`src/rtl/i2c_target_regfile_if.sv`:
```
// Pin-level I2C signals and host register port of the I2C target register file.
// The slave modport is the target's view; the master modport is the bus/host side.
interface i2c_target_regfile_if #(
    parameter int PTR_W = 4
);
    logic             scl_i;
    logic             sda_i;
    logic             sda_oe;
    logic             busy;
    logic             host_we;
    logic [PTR_W-1:0] host_addr;
    logic [7:0]       host_wdata;
    logic [7:0]       host_rdata;
    logic             wr_valid;
    logic [PTR_W-1:0] wr_addr;
    logic [7:0]       wr_data;
    logic [2:0]       dbg_state;

    // Host side is a plain strobe: a write lands on the clk edge where host_we is high;
    // host_rdata shows regs[host_addr] one clk later; wr_valid is a single-clk pulse.
    modport slave (
        input  scl_i, sda_i, host_we, host_addr, host_wdata,
        output sda_oe, busy, host_rdata, wr_valid, wr_addr, wr_data, dbg_state
    );

    modport master (
        output scl_i, sda_i, host_we, host_addr, host_wdata,
        input  sda_oe, busy, host_rdata, wr_valid, wr_addr, wr_data, dbg_state
    );
endinterface

```
`src/rtl/i2c_target_regfile.sv`:
```
// I2C target with an internal register file: oversampled SCL/SDA, pointer-addressed
// multi-byte writes, auto-incrementing reads, and a host port for preload/readback.
module i2c_target_regfile #(
    parameter logic [6:0] TARGET_ADDR = 7'h22,
    parameter int         REG_DEPTH   = 16,
    parameter int         PTR_W       = $clog2(REG_DEPTH),
    parameter int         FILTER_LEN  = 3
) (
    input  logic                  clk,
    input  logic                  rst_n,
    i2c_target_regfile_if.slave   bus
);
    typedef enum logic [2:0] {
        S_IDLE, S_ADDR, S_ADDR_ACK, S_WR_BYTE, S_WR_ACK, S_RD_BYTE, S_RD_ACK, S_IGNORE
    } state_t;

    localparam logic [2:0] CNT_MAX = 3'(FILTER_LEN - 1);

    // Index 0 is SCL, index 1 is SDA.
    logic [1:0]       w_pin;
    logic [1:0]       r_sync1, r_sync2, r_filt, r_filt_d;
    logic [2:0]       r_cnt [2];

    state_t           r_state, w_state_nxt;
    logic [2:0]       r_bit_cnt, w_bit_cnt_nxt;
    logic [7:0]       r_shift, w_shift_nxt;
    logic [PTR_W-1:0] r_ptr, w_ptr_nxt;
    logic             r_first, w_first_nxt;
    logic             r_rw, w_rw_nxt;
    logic             r_sda_oe, w_sda_oe_nxt;
    logic             r_busy, w_busy_nxt;
    logic             w_wr_en;
    logic             r_wr_valid;
    logic [PTR_W-1:0] r_wr_addr;
    logic [7:0]       r_wr_data;
    logic [7:0]       r_regs [REG_DEPTH];
    logic [7:0]       r_host_rdata;

    logic             w_scl_f, w_sda_f, w_scl_rise, w_scl_fall, w_start, w_stop;
    logic [7:0]       w_rx_byte, w_rd_byte;

    assign w_pin = {bus.sda_i, bus.scl_i};

    always_ff @(posedge clk or negedge rst_n) begin
        if (!rst_n) begin
            r_sync1  <= '1;
            r_sync2  <= '1;
            r_filt   <= '1;
            r_filt_d <= '1;
            r_cnt[0] <= '0;
            r_cnt[1] <= '0;
        end else begin
            r_sync1  <= w_pin;
            r_sync2  <= r_sync1;
            r_filt_d <= r_filt;
            for (int i = 0; i < 2; i++) begin
                if (r_sync2[i] == r_filt[i]) begin
                    r_cnt[i] <= '0;
                end else if (r_cnt[i] == CNT_MAX) begin
                    r_filt[i] <= r_sync2[i];
                    r_cnt[i]  <= '0;
                end else begin
                    r_cnt[i] <= r_cnt[i] + 3'd1;
                end
            end
        end
    end

    assign w_scl_f    = r_filt[0];
    assign w_sda_f    = r_filt[1];
    assign w_scl_rise = r_filt[0] & ~r_filt_d[0];
    assign w_scl_fall = ~r_filt[0] & r_filt_d[0];
    // Qualified only by the current SCL level so a coincident SCL edge cannot mask START/STOP.
    assign w_start    = w_scl_f & r_filt_d[1] & ~w_sda_f;
    assign w_stop     = w_scl_f & ~r_filt_d[1] & w_sda_f;
    assign w_rx_byte  = {r_shift[6:0], w_sda_f};
    assign w_rd_byte  = r_regs[r_ptr];

    always_ff @(posedge clk or negedge rst_n) begin
        if (!rst_n) r_state <= S_IDLE;
        else        r_state <= w_state_nxt;
    end

    always_comb begin
        w_state_nxt   = r_state;
        w_bit_cnt_nxt = r_bit_cnt;
        w_shift_nxt   = r_shift;
        w_ptr_nxt     = r_ptr;
        w_first_nxt   = r_first;
        w_rw_nxt      = r_rw;
        w_sda_oe_nxt  = r_sda_oe;
        w_busy_nxt    = r_busy;
        w_wr_en       = 1'b0;
        if (w_start) begin
            w_state_nxt   = S_ADDR;
            w_bit_cnt_nxt = 3'd0;
            w_sda_oe_nxt  = 1'b0;
            w_busy_nxt    = 1'b0;
        end else if (w_stop) begin
            w_state_nxt  = S_IDLE;
            w_sda_oe_nxt = 1'b0;
            w_busy_nxt   = 1'b0;
        end else begin
            case (r_state)
                S_IDLE: ;
                S_ADDR: begin
                    if (w_scl_rise) begin
                        w_shift_nxt   = w_rx_byte;
                        w_bit_cnt_nxt = r_bit_cnt + 3'd1;
                        if (r_bit_cnt == 3'd7) begin
                            w_rw_nxt = w_sda_f;
                            if (r_shift[6:0] == TARGET_ADDR) begin
                                w_state_nxt = S_ADDR_ACK;
                                w_busy_nxt  = 1'b1;
                            end else begin
                                w_state_nxt = S_IGNORE;
                            end
                        end
                    end
                end
                // In the ACK states r_sda_oe doubles as the phase flag: the first SCL
                // fall starts the ACK, the second one ends it.
                S_ADDR_ACK: begin
                    if (w_scl_fall) begin
                        if (!r_sda_oe) begin
                            w_sda_oe_nxt = 1'b1;
                        end else if (r_rw) begin
                            w_state_nxt   = S_RD_BYTE;
                            w_shift_nxt   = w_rd_byte;
                            w_ptr_nxt     = r_ptr + PTR_W'(1);
                            w_sda_oe_nxt  = ~w_rd_byte[7];
                            w_bit_cnt_nxt = 3'd0;
                        end else begin
                            w_state_nxt   = S_WR_BYTE;
                            w_sda_oe_nxt  = 1'b0;
                            w_first_nxt   = 1'b1;
                            w_bit_cnt_nxt = 3'd0;
                        end
                    end
                end
                S_WR_BYTE: begin
                    if (w_scl_rise) begin
                        w_shift_nxt   = w_rx_byte;
                        w_bit_cnt_nxt = r_bit_cnt + 3'd1;
                        if (r_bit_cnt == 3'd7) begin
                            w_state_nxt = S_WR_ACK;
                            if (r_first) begin
                                w_ptr_nxt   = w_rx_byte[PTR_W-1:0];
                                w_first_nxt = 1'b0;
                            end else begin
                                w_wr_en   = 1'b1;
                                w_ptr_nxt = r_ptr + PTR_W'(1);
                            end
                        end
                    end
                end
                S_WR_ACK: begin
                    if (w_scl_fall) begin
                        if (!r_sda_oe) begin
                            w_sda_oe_nxt = 1'b1;
                        end else begin
                            w_state_nxt   = S_WR_BYTE;
                            w_sda_oe_nxt  = 1'b0;
                            w_bit_cnt_nxt = 3'd0;
                        end
                    end
                end
                S_RD_BYTE: begin
                    if (w_scl_rise) begin
                        w_shift_nxt   = {r_shift[6:0], 1'b0};
                        w_bit_cnt_nxt = r_bit_cnt + 3'd1;
                        if (r_bit_cnt == 3'd7) w_state_nxt = S_RD_ACK;
                    end else if (w_scl_fall) begin
                        w_sda_oe_nxt = ~r_shift[7];
                    end
                end
                S_RD_ACK: begin
                    if (w_scl_fall) begin
                        w_sda_oe_nxt = 1'b0;
                    end else if (w_scl_rise) begin
                        if (!w_sda_f) begin
                            w_state_nxt   = S_RD_BYTE;
                            w_shift_nxt   = w_rd_byte;
                            w_ptr_nxt     = r_ptr + PTR_W'(1);
                            w_bit_cnt_nxt = 3'd0;
                        end else begin
                            w_state_nxt = S_IGNORE;
                            w_busy_nxt  = 1'b0;
                        end
                    end
                end
                S_IGNORE: w_sda_oe_nxt = 1'b0;
                default:  w_state_nxt  = S_IDLE;
            endcase
        end
    end

    always_ff @(posedge clk or negedge rst_n) begin
        if (!rst_n) begin
            r_bit_cnt  <= '0;
            r_shift    <= '0;
            r_ptr      <= '0;
            r_first    <= 1'b0;
            r_rw       <= 1'b0;
            r_sda_oe   <= 1'b0;
            r_busy     <= 1'b0;
            r_wr_valid <= 1'b0;
            r_wr_addr  <= '0;
            r_wr_data  <= '0;
        end else begin
            r_bit_cnt  <= w_bit_cnt_nxt;
            r_shift    <= w_shift_nxt;
            r_ptr      <= w_ptr_nxt;
            r_first    <= w_first_nxt;
            r_rw       <= w_rw_nxt;
            r_sda_oe   <= w_sda_oe_nxt;
            r_busy     <= w_busy_nxt;
            r_wr_valid <= w_wr_en;
            if (w_wr_en) begin
                r_wr_addr <= r_ptr;
                r_wr_data <= w_rx_byte;
            end
        end
    end

    // I2C write takes precedence over a host write to the same index.
    always_ff @(posedge clk or negedge rst_n) begin
        if (!rst_n) begin
            for (int i = 0; i < REG_DEPTH; i++) r_regs[i] <= '0;
            r_host_rdata <= '0;
        end else begin
            for (int i = 0; i < REG_DEPTH; i++) begin
                if (w_wr_en && r_ptr == PTR_W'(i))
                    r_regs[i] <= w_rx_byte;
                else if (bus.host_we && bus.host_addr == PTR_W'(i))
                    r_regs[i] <= bus.host_wdata;
            end
            r_host_rdata <= r_regs[bus.host_addr];
        end
    end

    assign bus.sda_oe     = r_sda_oe;
    assign bus.busy       = r_busy;
    assign bus.host_rdata = r_host_rdata;
    assign bus.wr_valid   = r_wr_valid;
    assign bus.wr_addr    = r_wr_addr;
    assign bus.wr_data    = r_wr_data;
    assign bus.dbg_state  = r_state;
endmodule

```
`src/flat_wrapper.sv`:
```
// flat-port wrapper written by rule: the top's interface ports become plain ports
module i2c_target_regfile_flat 
#(
    parameter logic [6:0] TARGET_ADDR = 7'h22,
    parameter int         REG_DEPTH   = 16,
    parameter int         PTR_W       = $clog2(REG_DEPTH),
    parameter int         FILTER_LEN  = 3
)
  (clk, rst_n, bus_scl_i, bus_sda_i, bus_host_we, bus_host_addr, bus_host_wdata, bus_sda_oe, bus_busy, bus_host_rdata, bus_wr_valid, bus_wr_addr, bus_wr_data, bus_dbg_state);
  i2c_target_regfile_if #(.PTR_W(PTR_W)) bus_i ();
  input  logic clk;
  input  logic rst_n;
  input wire logic [$bits(bus_i.scl_i)-1:0] bus_scl_i;
  input wire logic [$bits(bus_i.sda_i)-1:0] bus_sda_i;
  input wire logic [$bits(bus_i.host_we)-1:0] bus_host_we;
  input wire logic [$bits(bus_i.host_addr)-1:0] bus_host_addr;
  input wire logic [$bits(bus_i.host_wdata)-1:0] bus_host_wdata;
  output wire logic [$bits(bus_i.sda_oe)-1:0] bus_sda_oe;
  output wire logic [$bits(bus_i.busy)-1:0] bus_busy;
  output wire logic [$bits(bus_i.host_rdata)-1:0] bus_host_rdata;
  output wire logic [$bits(bus_i.wr_valid)-1:0] bus_wr_valid;
  output wire logic [$bits(bus_i.wr_addr)-1:0] bus_wr_addr;
  output wire logic [$bits(bus_i.wr_data)-1:0] bus_wr_data;
  output wire logic [$bits(bus_i.dbg_state)-1:0] bus_dbg_state;
  assign bus_i.scl_i = bus_scl_i;
  assign bus_i.sda_i = bus_sda_i;
  assign bus_i.host_we = bus_host_we;
  assign bus_i.host_addr = bus_host_addr;
  assign bus_i.host_wdata = bus_host_wdata;
  assign bus_sda_oe = bus_i.sda_oe;
  assign bus_busy = bus_i.busy;
  assign bus_host_rdata = bus_i.host_rdata;
  assign bus_wr_valid = bus_i.wr_valid;
  assign bus_wr_addr = bus_i.wr_addr;
  assign bus_wr_data = bus_i.wr_data;
  assign bus_dbg_state = bus_i.dbg_state;
  i2c_target_regfile #(.TARGET_ADDR(TARGET_ADDR), .REG_DEPTH(REG_DEPTH), .PTR_W(PTR_W), .FILTER_LEN(FILTER_LEN)) u_core (.clk(clk), .rst_n(rst_n), .bus(bus_i));
endmodule
```
`config.mk`:
```
export PLATFORM = sky130hd
export DESIGN_NAME = i2c_target_regfile_flat
export DESIGN_NICKNAME = d
export VERILOG_FILES = /design/src/rtl/i2c_target_regfile_if.sv /design/src/rtl/i2c_target_regfile.sv /design/src/flat_wrapper.sv
export SDC_FILE = /design/constraint.sdc
export NUM_CORES = 1
export LEC_CHECK = 0
export BUFFER_PORTS_ARGS = -buffer_cell sky130_fd_sc_hd__buf_2
export CAP_MARGIN = 30
export CORE_ASPECT_RATIO = 1.4
export CORE_MARGIN = 1
export CORE_UTILIZATION = 29
export DETAILED_ROUTE_END_ITERATION = 8
export PLACE_DENSITY = 0.48
export SLEW_MARGIN = 40
export SYNTH_ARGS = -nofsm -noshare
export SYNTH_HDL_FRONTEND = slang
export SYNTH_SLANG_ARGS = --single-unit
```
`constraint.sdc`:
```
create_clock -name clk -period 5.15 [get_ports clk]
set_input_delay 0.7725 -clock clk [delete_from_list [all_inputs] [get_ports clk]]
set_output_delay 0.7725 -clock clk [all_outputs]
set_load 0.1 [all_outputs]
```
* Word-level counts from Yosys, hierarchy flattened
Index checks and enable logic that the tools add are counted.
** Storage, ports and cells
- Register bits :: 185
- Logic and storage cells :: 327
- Input port bits :: 17
- Output and inout bits :: 26
** Cells by class
- Add/subtract/negate cells :: 4
- Multiplexer cells :: 120
- Reduce and logical (&&, ||, !) cells :: 70
- Eq/ne operators :: 78
- Bitwise operators :: 18
- Magnitude comparators :: 2
** Operators with widths (number)
- 8-bit 2-to-1 mux :: 44
- 3-bit 2-to-1 mux :: 28
- 8-bit binary-select mux with 4-bit select :: 2
- 4-bit == test (second input constant) :: 16
- 4-bit by 1-bit != test with 1-bit output (second input constant) :: 15
- 4-bit 2-to-1 mux :: 9
- 2-bit nonzero test :: 17
- 4-bit by 3-bit == test with 1-bit output (second input constant) :: 8
- 1-bit logical AND :: 32
- 8-bit one-hot mux with 4 select lines :: 1
- 1-bit 2-to-1 mux :: 29
- 11-bit AND reduction :: 2
- 2-bit by 1-bit != test with 1-bit output (second input constant) :: 9
- 3-bit one-hot mux with 6 select lines :: 1
- 4-bit by 2-bit == test with 1-bit output (second input constant) :: 4
- 8-bit AND reduction :: 2
- 3-bit == test (second input constant) :: 5
- 13-bit AND reduction :: 1
- 3-bit by 2-bit == test with 1-bit output (second input constant) :: 4
- 3-bit by 1-bit != test with 1-bit output (second input constant) :: 4
- 4-bit one-hot mux with 3 select lines :: 1
- 4-bit nonzero test :: 3
- 5-bit greater-or-equal comparator (second input constant) :: 2
- 1-bit NOT :: 10
- other kinds (25) :: 43

* Logic depth before layout (Yosys ltp)
- Word-level depth :: 11
- Mapped depth :: 11
- Depth with buffers taken out :: 7

* Worst setup path after synthesis
Ideal clock, no wire load.
- Path kind :: register -> register
- Start point :: register u_core.r_state[1], in the netlist u_core.bus.dbg_state[1]
- End point :: register u_core.r_wr_addr[0], in the netlist u_core.bus.wr_addr[0]
- Arrival :: 2.453 ns
- Buffers on the path :: 3
- Setup slack :: 2.572 ns
- Period minus slack after synthesis :: 2.578 ns
- Stages on the path, launching flop included :: 7
- Cell sequence :: dfrtp_1 buf_2 nand4b_2 a2111oi_4 buf_6 buf_4 mux2_2
** Between the ends
- Word-level cells in the longest chain between the ends :: 4
** RTL lines
- start, declared :: line i2c_target_regfile.sv:24 : state_t r_state, w_state_nxt;
- start signal, assigned :: line i2c_target_regfile.sv:81 : else r_state <= w_state_nxt;
- 3-bit by 2-bit == test with 1-bit output :: line i2c_target_regfile.sv:104 : case (r_state)
- 1-bit 2-to-1 mux :: line i2c_target_regfile.sv:104
- 1-bit 2-to-1 mux :: line i2c_target_regfile.sv:99 : end else if (w_stop) begin
- 1-bit 2-to-1 mux :: line i2c_target_regfile.sv:94 : if (w_start) begin
- named net u_core.w_wr_en :: line i2c_target_regfile.sv:32 : logic w_wr_en;
- end signal, assigned :: line i2c_target_regfile.sv:220 : r_wr_addr <= r_ptr;
- end, declared :: line i2c_target_regfile.sv:34 : logic [PTR_W-1:0] r_wr_addr;
The timed path passes the listed nets, and every way through them passes these cells.
A chain may end at the register's enable or synchronous reset.

* Final worst setup path
- Start point :: register u_core.r_filt[1]
- End point :: register u_core.r_regs[33] in the netlist's numbering
** Between the ends
- Word-level cells in the longest chain between the ends :: 5
** RTL lines
- start, declared :: line i2c_target_regfile.sv:21 : logic [1:0] r_sync1, r_sync2, r_filt, r_filt_d;
- start signal, assigned by index :: line i2c_target_regfile.sv:60 : r_filt[i] <= r_sync2[i];
- 1-bit AND or 1-bit NOT (tied branches) :: line i2c_target_regfile.sv:75, i2c_target_regfile.sv:74
- 1-bit 2-to-1 mux or 1-bit AND (tied branches) :: line i2c_target_regfile.sv:99, i2c_target_regfile.sv:74
- 1-bit 2-to-1 mux (*) :: line i2c_target_regfile.sv:94
- 1-bit logical AND (*) :: line i2c_target_regfile.sv:233 : if (w_wr_en && r_ptr == PTR_W'(i))
- 8-bit 2-to-1 mux or 2-bit nonzero test (tied branches)
- end signal, assigned by index :: line i2c_target_regfile.sv:234 : r_regs[i] <= w_rx_byte;
- end signal, assigned by index :: line i2c_target_regfile.sv:236 : r_regs[i] <= bus.host_wdata;
- end, declared :: line i2c_target_regfile.sv:36 : logic [7:0] r_regs [REG_DEPTH];
Every way passes the cells marked *; elsewhere a longest branch is shown, timed or not.

==> flow_metrics.tcl <==
set metrics [dict create \
    drt-total-wl_um 34400 \
    grt_max_degree 101 \
    critPathLaunchType "register" \
    grt_pass1_wl_um 52700 \
    coreArea_um2 37730 \
    overflow 0 \
    synth_edf_count 0 \
    io_pins 43 \
    final_util_pct 32.18 \
    synthArstFlopShare_pct 100.0 \
    vias_per_cell 5.388 \
    clock_skew_ns 0.01590 \
    power.total_mw 5.029 \
    syn_to_final_growth_pct 8.618 \
    synth_warnings 0 \
    clock_sinks 185 \
    antenna_found_initial 2 \
    die_x_um 167.9 \
    dr.pass1.iters 5 \
    critPathTopFamily "compound AO/OA/AOI/OAI gates" \
    syn_area_per_cell_um2 11.15 \
    syn_nets 1027 \
    fin_crit_ns 3.314 \
    synth_seq_cells 185 \
    cp_max_fo 32 \
    p_per_area_nw_per_um2 414.1 \
    first_global_vias 7917 \
    dieHeight_um 234.3 \
    synth_commonest_cells "dfrtp_1 (177), nand2_1 (149), mux2i_1 (146), o21ai_0 (68), mux4_2 (66)" \
    cts_resized 0 \
    tns_ns 0 \
    dieArea_um2 39350 \
    cts.path.max_buffers 2 \
    rsz0062_at_grt "false" \
    drv_cap 0 \
    hold_path.class "in -> async" \
    fin_crit_sh_pct 64.34 \
    run_status "complete, no violations" \
    grtUsageMet1_pct 21.10 \
    synth_top_area_share_pct 39.62 \
    arrival_ns 3.62 \
    place_area_um2 11580 \
    pre_cts_slack_ns 1.826 \
    antenna_cells 0 \
    leakagePower_nw 4.629 \
    met3_usage_pct 3.308 \
    grt_usage_pct 18.34 \
    cts_tree "done" \
    ys.flop_type "dfrtp_1" \
    wl_per_cell_um 23.42 \
    met2_usage_pct 33.31 \
    end_kind "register" \
    critical_path.slowest_cell "dfstp_2" \
    path_buf_inv 0 \
    vias 7915 \
    synthTopCellsByArea "dfrtp_1 (40%), mux4_2 (13%), mux2i_1 (13%), nand2_1 (5.0%), o21ai_2 (4.4%)" \
    final_layout_size_suffix_gt1_share_pct 26.20 \
    place_congestion 0.8612 \
    post-synth-top-area-cell "dfrtp_1" \
    first_iter_violations 574 \
    cts_setup_buffers 0 \
    numCtsBuffers 17 \
    port_buffers 42 \
    critPathKind "reg -> reg" \
    seqCellArea_um2 4648 \
    remaining_drc_errors 0 \
    clock.fmax_mhz 301.8 \
    finalNetCount 1007 \
    clk_pin_slew_ns 0.07 \
    multiInputGateArea_um2 5931 \
    fillers 3758 \
    critPathMaxStageDelay_ns 1.01 \
    setup_viol 0 \
    syn-cell-area_um2 11180 \
    required_ns 5.45 \
    yosysMostFrequentCell "dfrtp_1" \
    hold_viol_final 0 \
    num_rows 84 \
    initial_core_util_pct 29.63 \
    ir_drop_v 0.0002416 \
    htree_levels 4 \
    dp_hpwl_um 23610 \
    tightest_slew_ns 0.8295 \
    worst_slack_ns 1.836 \
    antenna_left 0 \
    grt_busiest_layer "met2" \
    ys_seq_area_share_pct 41.50 \
    slew_viol_final 0 \
    cts_root_buffer "clkbuf_16" \
    syn-instance-count 1003 \
    cp_cell_sequence "xor2_1 > a2111oi_4 > and3_1 > o21ai_0" \
    finish.instance_area_um2 12140 \
    clk-insertion-delay-late_ns 0.47 \
    slew_headroom_pct 44.70 \
    holdBufCountCts 0 \
    synth_cell_types 60 \
]
==> metrics by stage <==
| step | hold slack, ns | instances |
|---|---|---|
| final | 0.2675 | 1469 |
| after global routing | 0.3159 | 1469 |
| after CTS | 0.3063 | 1468 |
| after detailed placement | 0.3479 | 1436 |
| after global placement | 0.3508 | 1435 |
| after floorplan | 0.3452 | 1003 |
==> report_power, final <==
group | internal [mW] | switching, mW | leakage (nW)
Combinational | 0.610 | 0.823 | 2.24
Clock | 0.650 | 0.629 | 0.264
Sequential | 1.81 | 0.511 | 2.12
Total | 3.07 | 1.96 | 4.63
==> layout by cell type (no fill, tap or decap), types with 8 or more instances in the layout <==
| cell type | synthesis | final |
|---|---|---|
| mux4_2 | 66 | 66 |
| buf_2 | 27 | 40 |
| nor2_1 | 37 | 31 |
| dfrtp_1 | 177 | 170 |
| nand2b_1 | 8 | 8 |
| a22o_1 | 8 | 8 |
| nand2_1 | 149 | 149 |
| buf_4 | 14 | 14 |
| mux2_2 | 18 | 18 |
| o21ai_0 | 68 | 68 |
| clkbuf_16 | 0 | 18 |
| o21ai_1 | 21 | 21 |
| a21oi_1 | 8 | 8 |
| and3_1 | 17 | 13 |
| o21ai_2 | 56 | 56 |
| mux2i_1 | 146 | 146 |
| nor2b_1 | 11 | 9 |
| dfstp_2 | 8 | 8 |
| inv_1 | 16 | 16 |
==> per-layer routing <==
layer	wire [um]	up-vias
li1	-	3636
met1	13850	3988
met2	18070	228
met3	1360	59
met4	1089	4
met5	31	-
==> worst register-to-register path, delay by kind of cell (launching register included) <==
kind	cells	cell delay, ns
compound gates	2	1.04
simple gates	1	0.82
xor+xnor	1	0.28
flops	1	1.01
==> path summary, 6_finish.rpt <==
kind / slack (ns) / endpoint / cells past startpoint / start
setup / recovery: 1.84 / u_core.r_regs[33] / 4 / u_core.r_filt[1]
hold / removal: 0.27 / u_core.r_cnt[5] / 1 / rst_n
setup reg to reg: 1.84 / u_core.r_regs[33] / 4 / u_core.r_filt[1]
hold reg to reg: 0.36 / u_core.r_sync2[0] / 0 / u_core.r_sync1[0]
max in group asynchronous: 3.76 / u_core.r_regs[33] / 2 / rst_n
min in group clk: 0.36 / u_core.r_sync2[0] / 0 / u_core.r_sync1[0]
==> registers in the layout, indices dropped and copies added, names as in the netlist <==
register / cells
u_core.bus.busy: 1
u_core.bus.dbg_state: 3
u_core.bus.host_rdata: 8
u_core.bus.sda_oe: 1
u_core.bus.wr_addr: 4
u_core.bus.wr_data: 8
u_core.bus.wr_valid: 1
u_core.r_bit_cnt: 3
u_core.r_cnt: 6
u_core.r_filt: 2
u_core.r_filt_d: 2
u_core.r_first: 1
u_core.r_ptr: 4
u_core.r_regs: 128
u_core.r_rw: 1
u_core.r_shift: 8
u_core.r_sync1: 2
u_core.r_sync2: 2
==> cells by family after synthesis <==
| logic type | synth area share [%] |
|---|---|
| DFF | 41.50 |
| adders and majority gates | 0.7834 |
| buffers and inverters | 5.674 |
| muxes | 28.18 |
| and+or+nand+nor | 10.12 |
| AOI/OAI and AO/OA | 13.35 |
| xor gates and xnor gates | 0.3918 |
==> final cells by class <==
| type | count | share of cell area (%) |
|---|---|---|
| flip-flops and latches | 185 | 38.28 |
| inverters | 16 | 0.4946 |
| multi-input cells | 706 | 48.84 |
| well taps | 473 | 4.874 |
| clock inverters | 12 | 0.7419 |
| clock buffers | 20 | 3.761 |
| repair buffers | 57 | 3.009 |
(Power assumes the default switching activity.)
